File: config.mk
export PLATFORM = sky130hd
export DESIGN_NAME = serial_adder
export DESIGN_NICKNAME = d
export VERILOG_FILES = /design/src/rtl/serial_adder_pkg.sv /design/src/rtl/serial_adder_fa_bit.sv /design/src/rtl/serial_adder.sv
export SDC_FILE = /design/constraint.sdc
export NUM_CORES = 1
export LEC_CHECK = 0
export BUFFER_PORTS_ARGS = -buffer_cell sky130_fd_sc_hd__buf_2
export CAP_MARGIN = 20
export CORE_MARGIN = 3
export CORE_UTILIZATION = 57
export CTS_CLUSTER_DIAMETER = 150
export DETAILED_ROUTE_END_ITERATION = 10
export HOLD_SLACK_MARGIN = 0.08
export PLACE_DENSITY = 0.82
export SYNTH_ARGS = -nofsm -noshare
export SYNTH_HDL_FRONTEND = slang
export SYNTH_SLANG_ARGS = --single-unit
File: constraint.sdc
create_clock -name clk -period 4.41 [get_ports clk]
set_clock_uncertainty 0.15 [all_clocks]
set_input_delay 0.6615 -clock clk [delete_from_list [all_inputs] [get_ports clk]]
set_output_delay 0.6615 -clock clk [all_outputs]
set_load 0.03 [all_outputs]
File: src/rtl/serial_adder_pkg.sv
// Shared constants for the bit-serial adder: FSM encodings and the legal WIDTH range.
package serial_adder_pkg;

    localparam logic [1:0] S_IDLE = 2'd0;
    localparam logic [1:0] S_RUN  = 2'd1;
    localparam logic [1:0] S_DONE = 2'd2;

    localparam int unsigned WIDTH_MIN = 2;
    localparam int unsigned WIDTH_MAX = 32;

endpackage

File: src/rtl/serial_adder_fa_bit.sv
// 1-bit combinational full adder cell driven by the serial adder each cycle.
module fa_bit (
    input  logic a,
    input  logic b,
    input  logic cin,
    output logic sum,
    output logic cout
);

    assign sum  = a ^ b ^ cin;
    assign cout = (a & b) | (cin & (a ^ b));

endmodule

File: src/rtl/serial_adder.sv
// Bit-serial adder: a + b + cin over WIDTH cycles, LSB first, through one full-adder cell.
module serial_adder
    import serial_adder_pkg::*;
#(
    parameter int unsigned WIDTH = 8
) (
    input  logic             clk,
    input  logic             rst_n,
    input  logic             start,
    input  logic [WIDTH-1:0] a,
    input  logic [WIDTH-1:0] b,
    input  logic             cin,
    output logic             ready,
    output logic             busy,
    output logic             done,
    output logic [WIDTH-1:0] sum,
    output logic             cout
);

    localparam int unsigned     CW   = $clog2(WIDTH);
    localparam logic [CW-1:0]   LAST = CW'(WIDTH - 1);

    if (WIDTH < WIDTH_MIN || WIDTH > WIDTH_MAX) begin : g_bad_width
        $error("serial_adder: WIDTH out of legal range");
    end

    logic [1:0]       state;
    logic [WIDTH-1:0] a_sh;
    logic [WIDTH-1:0] b_sh;
    logic [WIDTH-1:0] s_sh;
    logic             c_q;
    logic [CW-1:0]    cnt;
    logic             fa_s;
    logic             fa_co;

    fa_bit u_fa (
        .a    (a_sh[0]),
        .b    (b_sh[0]),
        .cin  (c_q),
        .sum  (fa_s),
        .cout (fa_co)
    );

    always_ff @(posedge clk) begin
        if (!rst_n) begin
            state <= S_IDLE;
            a_sh  <= '0;
            b_sh  <= '0;
            s_sh  <= '0;
            c_q   <= 1'b0;
            cnt   <= '0;
            sum   <= '0;
            cout  <= 1'b0;
        end else begin
            case (state)
                S_IDLE: begin
                    if (start) begin
                        a_sh  <= a;
                        b_sh  <= b;
                        c_q   <= cin;
                        cnt   <= '0;
                        state <= S_RUN;
                    end
                end
                S_RUN: begin
                    a_sh <= {1'b0, a_sh[WIDTH-1:1]};
                    b_sh <= {1'b0, b_sh[WIDTH-1:1]};
                    s_sh <= {fa_s, s_sh[WIDTH-1:1]};
                    c_q  <= fa_co;
                    cnt  <= cnt + CW'(1);
                    // Final bit goes straight into the result, not via s_sh.
                    if (cnt == LAST) begin
                        sum   <= {fa_s, s_sh[WIDTH-1:1]};
                        cout  <= fa_co;
                        state <= S_DONE;
                    end
                end
                S_DONE:  state <= S_IDLE;
                default: state <= S_IDLE;
            endcase
        end
    end

    assign ready = (state == S_IDLE);
    assign busy  = (state == S_RUN);
    assign done  = (state == S_DONE);

endmodule

======== Word level (Yosys, flattened, before mapping) ========
Cells that the tools add are included.
operators by class
  add/subtract/negate cells ............... 1
  equal/unequal tests ..................... 5
  muxes and demuxes ....................... 11
  bitwise operators ....................... 5
  reduce and logical (&&, ||, !) cells .... 5
operators by type and width
  kind                                                    number
  one-hot mux 8 bit (2 select lines)                      2
  two-way mux 8 bit                                       2
  one-hot mux 3 bit (2 select lines)                      1
  AND reduction 2 bit                                     3
  two-way mux 2 bit                                       2
  one-hot mux 2 bit (2 select lines)                      1
  adder 3 x 1 -> 3 bit (second input constant)            1
  equality test 3 bit (second input constant)             1
  two-way mux 3 bit                                       1
  bitwise AND 1 bit                                       2
  equality test 2 x 1 -> 1 bit (second input constant)    1
  equality test 2 bit (second input constant)             1
  logical NOT 2 bit                                       1
  inequality test 2 x 1 -> 1 bit (second input constant)  1
  inequality test 2 bit (second input constant)           1
  one-hot mux 1 bit (2 select lines)                      1
  nonzero test 2 bit                                      1
  bitwise XOR 1 bit                                       2
  two-way mux 1 bit                                       1
  OR 1 bit                                                1
word-level totals
  bits in registers ....................... 39
  word-level logic and storage cells ...... 35

======== Longest topological paths before layout ========
Gate-level depths: netlist (run 1).
  depth after elaboration ................. 4
  gate-level depth with buffers ........... 6

======== By module ========
From an unflattened synthesis (run 1), not the netlist that was laid out.
second synthesis, totals
  cell total of the unflattened synthesis .. 171
  area, all modules ....................... 1,615.3 µm²
modules (own cells, without submodules)
  module        times used  cells each  area an instance (µm²)  sequential area each (µm²)
  serial_adder  1           170         1,595.3                 760.7
  fa_bit        1           1           20.0                    0.0

======== Least setup slack after synthesis (run 1) ========
No wires, ideal clock.
  kind .................................... input to register
  start point ............................. input port start
  end point ............................... register a_sh[0]
  data arrival time ....................... 1.466 ns
  data required time ...................... 4.143 ns
  slack ................................... 2.676 ns
  stages .................................. 5
  cells stage by stage .................... or3b_1 buf_6 buf_12 o221ai_2 nor2_1
on the way
  word-level cells in the longest chain between the ends .. 2
RTL lines
  what                             RTL line            RTL
  start: declaration               serial_adder.sv:9   input logic start,
  inequality test 2 bit (no line)  --
  AND reduction 2 bit (no line)    --
  end signal: assignment           serial_adder.sv:66  a_sh <= {1'b0, a_sh[WIDTH-1:1]};
  end: declaration                 serial_adder.sv:28  logic [WIDTH-1:0] a_sh;
Every way passes these cells.
A chain may end at the register's enable or synchronous reset.

======== Final worst setup path (run 1) ========
  start point ............................. register state[0]
  end point ............................... output port busy
on the way
  word-level cells in the longest chain between the ends .. 1
RTL lines
  what                          RTL line            RTL
  start: declaration            serial_adder.sv:27  logic [1:0] state;
  start signal: assignment      serial_adder.sv:46  state <= S_IDLE;
  start signal: assignment      serial_adder.sv:62  state <= S_RUN;
  start signal: assignment      serial_adder.sv:75  state <= S_DONE;
  equality test 2 x 1 -> 1 bit  serial_adder.sv:85  assign busy = (state == S_RUN);
  end: declaration              serial_adder.sv:14  output logic busy,
Every way passes these cells.

==> results.json, run 1 <==
{
  "cts_resized": 0,
  "drt_iter0_drc": 20,
  "postCtsSetupBuffers": 0,
  "cp-end-kind": "primary output",
  "hp-class": "reg -> reg",
  "finalSetupTns_ns": 0,
  "min_period_over_period": 0.606,
  "n_antenna_cell": 0,
  "clockBufferDepth": 2,
  "nets": 219,
  "start_kind": "register",
  "cts_buffers": 5,
  "synth_cells": 171,
  "p_total_uw": 746,
  "syn_to_final_growth_pct": 13.6,
  "yosys.area.top_type": "dfxtp_1",
  "ys_top_cells_by_area": "dfxtp_1 (47%), o221ai_2 (9.3%), a21boi_0 (7.4%), nor2_1 (7.2%), nand2_1 (5.3%)",
  "maxSlewViolCount": 0,
  "cts_root_buf": "clkbuf_4",
  "ys_ff_latch": 38,
  "required_ns": 3.60,
  "syn_area_sq_um": 1620,
  "die_w_um": 59.2,
  "num_rows": 18,
  "clk_pin_slew_ns": 0.11,
  "gp_congestion": 0.748,
  "final-seq-area_sq_um": 761,
  "yosysTopAreaCellShare": 0.471,
  "path_cells": "nand2b_1, buf_4, inv_1, buf_2",
  "cp.arrival_ns": 1.86,
  "min_path_cells": 2,
  "yosysWarnings": 0,
  "dr.pass1.iters": 4,
  "remaining_drc_errors": 0,
  "grt_pass1_vias": 1167,
  "grt_max_degree": 39,
  "drv_cap": 0,
  "worst_pin_slew_ns": 0.702,
  "grt_overflow": 0,
  "vias": 1262,
  "die_area_sq_um": 3510,
  "htreeDepth": 2,
  "antenna_found_initial": 0,
  "setup_viol": 0,
  "ys_types": 26,
  "multi_input_area_sq_um": 756,
  "synth.net_count": 194,
  "drt_wl_total_um": 2900,
  "leakage_nw": 0.734,
  "path_class": "reg -> out",
  "hpwl_um": 2010,
  "slowest_stage": "dfxtp_1",
  "synth.avg_cell_area_sq_um": 9.45,
  "synthTopCellsByCount": "dfxtp_1 (38), nor2_1 (31), nand2_1 (23)",
  "n_fill_cell": 210,
  "portBuffers": 31,
  "rsz0062_at_grt": "no",
  "grt_pass1_wl_um": 4930,
  "cts_num_sinks": 38,
  "slew_headroom": 0.532,
  "reg2regPathDepth": 5,
  "ant_nets": 0,
  "synthArstFlopShare": 0,
  "clock_latency_ns": 0.33,
  "io_pins": 32,
  "synth_edf_count": 0,
  "outcome": "finished, final reports clean",
  "fin_crit_ns": 2.67,
  "ir_worst_vdd_mv": 0.350,
  "yosysMostFrequentCell": "dfxtp_1",
  "cts_tree": "yes",
  "synth_ff_type": "dfxtp_1",
  "fmax_mhz": 374,
  "core_sq_um": 2590,
  "critPathMaxFanout": 24,
  "track_usage": 0.191,
  "hold_viol_final": 0,
  "drive_above_1_share": 0.259,
  "yosysSeqAreaShare": 0.471,
  "die_y_um": 59.2,
  "initial_core_util": 0.624,
  "slowest_delay_ns": 0.49,
  "wire_per_inst_um": 12.8,
  "hold_buffers": 0,
  "vias_per_cell": 5.56,
  "power_density_nw_per_um2": 406
}
-- worst max-delay path: cells and delay by family (launching register included) --
kind | cells | cell delay [ns]
and+or+nand+nor | 1 | 0.09
DFF | 1 | 0.49
buffers and inverters | 3 | 0.94
-- metrics by stage --
stage,hold WS [ns],setup WS [ns],cells,area (sq um),utilization
5_1_grt,0.347,1.53,227,1840,0.709
6_report,0.317,1.74,227,1840,0.709
4_1_cts,0.322,1.72,227,1840,0.709
2_1_floorplan,0.291,2.68,171,1620,-
3_3_place_gp,0.299,2.15,219,1720,0.666
3_5_place_dp,0.306,2.12,219,1720,0.666
-- cell families (layout without fill, tap and decap cells) --
| group | Yosys count | in the layout | synth area share |
|---|---|---|---|
| AOI/OAI and AO/OA | 37 | 37 | 0.224 |
| adders and majority gates | 3 | 3 | 0.0279 |
| buffers and inverters | 16 | 42 | 0.0612 |
| DFF | 38 | 38 | 0.471 |
| muxes | 2 | 2 | 0.0124 |
| and+or+nand+nor | 75 | 75 | 0.204 |
-- per-layer routing --
layer	global-route usage	share of wire
met4	0.113	0.013
met2	0.315	0.52
met3	0.0588	0.052
met5	0	0
met1	0.214	0.42
-- power by group --
part	switching [mW]	internal (mW)
logic	0.0402	0.0306
clock network	0.111	0.192
registers	0.0121	0.360
-- final cells by class --
class,count,area share
flip-flops and latches,38,0.414
multi-input cells,117,0.412
repair buffers,32,0.0886
clock inverters,2,0.0327
clock buffers,6,0.0279
well taps,30,0.0204
inverters,2,0.00409
-- layout by cell type, fill, tap and decap left out, types with 4 or more instances in the layout --
cell type / netlist / routed
buf_2: 6 / 31
o221ai_1: 5 / 5
nand3_1: 9 / 9
dfxtp_1: 38 / 38
nor2b_1: 5 / 5
a21boi_0: 16 / 16
a22oi_1: 4 / 4
clkbuf_4: 0 / 5
nand2_1: 23 / 23
o221ai_2: 10 / 10
nor2_1: 31 / 31
-- registers in the layout, indices dropped and copies added, names as in the netlist --
register	count
s_sh	7
a_sh	8
c_q	1
cout	1
state	2
b_sh	8
sum	8
cnt	3
-- path summary, 6_finish.rpt --
check	end	start	slack, ns
hold reg to reg	cout$_SDFFE_PN0P_	cout$_SDFFE_PN0P_	0.32
setup reg to reg	cnt[1]$_SDFFE_PN0P_	state[1]$_SDFFE_PN0P_	2.64
setup / recovery	busy	state[0]$_SDFFE_PN0P_	1.74
hold / removal	cout$_SDFFE_PN0P_	cout$_SDFFE_PN0P_	0.32
Note: power is estimated with default switching activity, not from simulation.
==> run 2: changes to the inputs <==
--- a/config.mk
+++ b/config.mk
@@ -8,11 +8,11 @@
 export BUFFER_PORTS_ARGS = -buffer_cell sky130_fd_sc_hd__buf_2
 export CAP_MARGIN = 20
 export CORE_MARGIN = 3
-export CORE_UTILIZATION = 57
+export CORE_UTILIZATION = 48
 export CTS_CLUSTER_DIAMETER = 150
 export DETAILED_ROUTE_END_ITERATION = 10
 export HOLD_SLACK_MARGIN = 0.08
-export PLACE_DENSITY = 0.82
+export PLACE_DENSITY = 0.74
 export SYNTH_ARGS = -nofsm -noshare
 export SYNTH_HDL_FRONTEND = slang
 export SYNTH_SLANG_ARGS = --single-unit
==> constraint.sdc (replaced) <==
create_clock -name clk -period 2.4 [get_ports clk]
set_clock_uncertainty 0.15 [all_clocks]
set_input_delay 0.36 -clock clk [delete_from_list [all_inputs] [get_ports clk]]
set_output_delay 0.36 -clock clk [all_outputs]
set_load 0.03 [all_outputs]
==> results.json, run 2 (same netlist as run 1, synthesis figures left out) <==
{
  "pre_cts_ws_ns": 0.574,
  "initial_core_util": 0.516,
  "min_period_over_period": 0.813,
  "hpwl_um": 2130,
  "fmax_mhz": 513,
  "layout.cells.most_common": "dfxtp_1",
  "dp.cells": 234,
  "cts_tree": "yes",
  "gp_congestion": 0.722,
  "portBuffers": 31,
  "clk_pin_slew_ns": 0.10,
  "cp.arrival_ns": 1.44,
  "antenna_found_initial": 0,
  "drt_wl_total_um": 3110,
  "path_cells": "nand2b_1, inv_1, buf_2",
  "cp-end-kind": "primary output",
  "num_rows": 20,
  "slew_headroom": 0.503,
  "slowest_delay_ns": 0.50,
  "worst_pin_slew_ns": 0.745,
  "fin_crit_ns": 1.95,
  "required_ns": 1.89,
  "leakage_nw": 0.706,
  "ant_nets": 0,
  "cts_root_buf": "clkbuf_4",
  "track_usage": 0.168,
  "n_antenna_cell": 0,
  "ir_worst_vdd_mv": 0.338,
  "final_area_sq_um": 1790,
  "p_total_mw": 1.12,
  "dr.pass1.iters": 4,
  "finalSetupTns_ns": 0,
  "hold_ws_ns": 0.134,
  "hold_buffers": 0,
  "cts_resized": 0,
  "maxSlewViolCount": 0,
  "start_kind": "register",
  "grt_overflow": 0,
  "htreeDepth": 2,
  "hp-class": "in -> reg",
  "hold_viol_final": 0,
  "die_y_um": 64.0,
  "rsz0062_at_grt": "no",
  "core_sq_um": 3130,
  "grt_max_degree": 39,
  "io_pins": 32,
  "final_util": 0.574,
  "remaining_drc_errors": 0,
  "clock_latency_ns": 0.34,
  "path_class": "reg -> out",
  "largestRegisters": "a_sh x8, b_sh x8, sum x8",
  "postCtsSetupBuffers": 0,
  "die_area_sq_um": 4100,
  "nets": 220,
  "grt_pass1_wl_um": 5350,
  "wire_per_inst_um": 12.9,
  "syn_to_final_growth_pct": 11.1,
  "critPathMaxFanout": 9,
  "drive_above_1_share": 0.249,
  "vias_per_cell": 5.22,
  "outcome": "finished, final reports clean",
  "cts_num_sinks": 38,
  "clockBufferDepth": 2,
  "vias": 1257,
  "drv_cap": 0,
  "n_fill_cell": 298,
  "drt_iter0_drc": 76,
  "layout_common_cells": "dfxtp_1 (38), nor2_1 (31), buf_2 (31), nand2_1 (23), a21boi_0 (16)",
  "die_w_um": 64.0,
  "grt_pass1_vias": 1186,
  "fin_cells": 241,
  "power_density_nw_per_um2": 624,
  "slowest_stage": "dfxtp_1",
  "cts_buffers": 5,
  "setup_viol": 0,
  "setup_slack_ns": 0.449,
  "postPlaceCellArea_sq_um": 1750
}
run 2: cell types whose count changed in the layout (fill, tap and decap cells not counted):
cell       change
buf_4          +1
bufinv_16      -2
clkbuf_1       +2
clkbuf_8       -1
run 2: worst paths after layout:
check | to | cells past startpoint | start | slack [ns]
max reg2reg | b_sh[4]$_SDFFE_PN0P_ | 3 | state[0]$_SDFFE_PN0P_ | 0.63
max | busy | 3 | state[0]$_SDFFE_PN0P_ | 0.45
min reg2reg | sum[1]$_SDFFE_PN0P_ | 2 | sum[1]$_SDFFE_PN0P_ | 0.32
min | a_sh[7]$_SDFFE_PN0P_ | 3 | a[7] | 0.13
run 2: final cells by class:
| type | count | area, sq um | share of cell area |
|---|---|---|---|
| multi-input combinational | 117 | 756 | 0.421 |
| tap | 44 | 55.1 | 0.0307 |
| timing repair buffer | 33 | 170 | 0.0948 |
| clock buffer | 7 | 45.0 | 0.0251 |
| sequential | 38 | 761 | 0.424 |
| inverter | 2 | 7.51 | 0.00418 |
run 2: layer usage:
layer	wire length, um	vias up	share of wire	global-route usage
met2	1530	30	0.49	0.285
met4	46	0	0.015	0.0809
met1	1350	576	0.43	0.191
li1	-	646	-	-
met3	185	5	0.060	0.0510
met5	0	-	0	0
run 2: report_power, final:
group	total, mW	switching (mW)	internal, mW	leakage [nW]
Clock	0.303	0.192	0.111	0.0254
Sequential	0.683	0.0228	0.660	0.311
Combinational	0.134	0.0764	0.0576	0.370
run 2: worst max-delay path, delay by kind of cell, from the launching register on:
family        cells  cell delay (ns)
flops             1             0.50
simple gates      1             0.27
buf+inv           2             0.33
==> run 3: changes to the inputs <==
==> constraint.sdc (replaced) <==
create_clock -name clk -period 1.7 [get_ports clk]
set_clock_uncertainty 0.15 [all_clocks]
set_input_delay 0.255 -clock clk [delete_from_list [all_inputs] [get_ports clk]]
set_output_delay 0.255 -clock clk [all_outputs]
set_load 0.03 [all_outputs]
==> results.json, run 3 (same netlist as run 1, synthesis figures left out) <==
{
  "outcome": "finished, final reports clean",
  "cpLargestDelayFamily": "flip-flops",
  "maxSlewViolCount": 0,
  "setup_viol": 0,
  "critPathCapture": "busy",
  "die_y_um": 64.0,
  "die_area_sq_um": 4100,
  "drive_above_1_share": 0.269,
  "hp-class": "in -> reg",
  "path_class": "reg -> out",
  "path_cells": "nand2b_1, inv_2, buf_4",
  "cp.arrival_ns": 1.21,
  "slowest_stage": "dfxtp_2",
  "gp_congestion": 0.798,
  "wire_per_inst_um": 12.9,
  "clock_latency_ns": 0.35,
  "rrSetupSlack_ns": 0.20,
  "hpwl_um": 2240,
  "setup_slack_ns": 0.0826,
  "slowest_delay_ns": 0.37,
  "cts_num_sinks": 38,
  "vias_per_cell": 5.02,
  "worst-path-buf-inv": 2,
  "power_density_nw_per_um2": 968,
  "remaining_drc_errors": 0,
  "min_period_over_period": 0.951,
  "critPathMaxFanout": 9,
  "num_rows": 20,
  "pre_cts_ws_ns": 0.181,
  "cts_root_buf": "clkbuf_4",
  "grt_overflow": 0,
  "drv_cap": 0,
  "nets": 241,
  "n_antenna_cell": 0,
  "cp.depth": 3,
  "grt_max_degree": 39,
  "portBuffers": 31,
  "grt_pass1_vias": 1334,
  "required_ns": 1.29,
  "core_sq_um": 3130,
  "slew_headroom": 0.568,
  "clk_pin_slew_ns": 0.12,
  "layout_common_cells": "dfxtp_1 (36), nor2_1 (31), buf_2 (30), nand2_1 (23), dlygate4sd3_1 (17)",
  "fin_crit_ns": 1.62,
  "htreeDepth": 2,
  "fmax_mhz": 618,
  "drt_iter0_drc": 36,
  "vias": 1320,
  "dr.pass1.iters": 4,
  "largestRegisters": "a_sh x8, b_sh x8, sum x8",
  "clockBufferDepth": 2,
  "cts_buffers": 5,
  "reg2regPathDepth": 4,
  "worst_pin_slew_ns": 0.648,
  "antenna_found_initial": 0,
  "drt_wl_total_um": 3390,
  "crit_start": "state[1]$_SDFFE_PN0P_",
  "hold_viol_final": 0,
  "leakage_nw": 0.830,
  "syn_to_final_growth_pct": 27.9,
  "finalSetupTns_ns": 0,
  "r2r_end": "b_sh[4]$_SDFFE_PN0P_",
  "layout.cells.most_common": "dfxtp_1",
  "ir_worst_vdd_mv": 0.762,
  "reg2reg_from": "state[1]$_SDFFE_PN0P_",
  "io_pins": 32,
  "cts_tree": "yes",
  "die_w_um": 64.0,
  "ant_nets": 0,
  "rsz0062_at_grt": "no",
  "grt_pass1_wl_um": 5810,
  "track_usage": 0.184,
  "initial_core_util": 0.516,
  "cp-end-kind": "primary output",
  "start_kind": "register"
}
==> run 3: cell types whose count changed in the layout (fill, tap and decap cells not counted), sizes merged <==
| cell | change |
|---|---|
| dlygate4sd3 | +17 |
| clkbuf | -1 |
| buf | +4 |
| bufinv | +2 |
==> run 3: through the flow <==
stage                     power, mW  area (sq um)   util  cells  hold slack (ns)
after floorplan                1.13          1620      -    171            0.276
after global placement         1.17          1780  0.569    238            0.298
after detailed placement       1.18          1780  0.569    238            0.304
after CTS                      2.01          2050  0.656    262           0.0826
after global routing           2.09          2070  0.660    263           0.0928
final                          2.00          2070  0.660    263           0.0953
==> run 3: worst min-delay path by stage <==
stage | from | end | slack [ns] | depth (start not counted)
floorplan | a[7] | a_sh[7]$_SDFFE_PN0P_ | 0.28 | 2
global placement | b_sh[3]$_SDFFE_PN0P_ | b_sh[3]$_SDFFE_PN0P_ | 0.30 | 2
detailed placement | sum[0]$_SDFFE_PN0P_ | sum[0]$_SDFFE_PN0P_ | 0.30 | 2
CTS | start | state[0]$_SDFFE_PN0P_ | 0.08 | 3
global route | b[4] | b_sh[4]$_SDFFE_PN0P_ | 0.09 | 3
finish | b[4] | b_sh[4]$_SDFFE_PN0P_ | 0.1 | 3
==> run 3: power breakdown <==
part	internal (mW)	total [mW]	switching (mW)
clock network	0.498	0.805	0.307
registers	0.933	0.964	0.0308
logic	0.114	0.231	0.117
total	1.54	2.00	0.455
==> run 3: repair_timing <==
item	4_1_cts	5_1_grt
hold buffers	16	1
gates resized for setup	2	2
setup endpoints to repair	1	1
buffers inserted	0	0
endpoints found under the hold margin	16	1
gates cloned	0	0
==> run 3: routing by layer <==
layer,up-vias,share of wire,global-route usage
met4,0,0.015,0.0647
met1,600,0.43,0.191
met3,6,0.048,0.0650
met5,-,0,0
li1,684,-,-
met2,30,0.51,0.337
==> run 3: final cells by class <==
cell class	count	area [sq um]
fillers	258	1060
flip-flops and latches	38	763
multi-input cells	117	756
repair buffers	54	373
clock inverters	2	60.1
well taps	44	55.1
clock buffers	6	51.3
inverters	2	7.51
==> run 3: worst register-to-register path, cell delays in order, from the launching register on <==
cell and delay, ns:
dfxtp_2 0.37, or3b_1 0.38, buf_4 0.22, o221ai_1 0.20, nor2_1 0.08
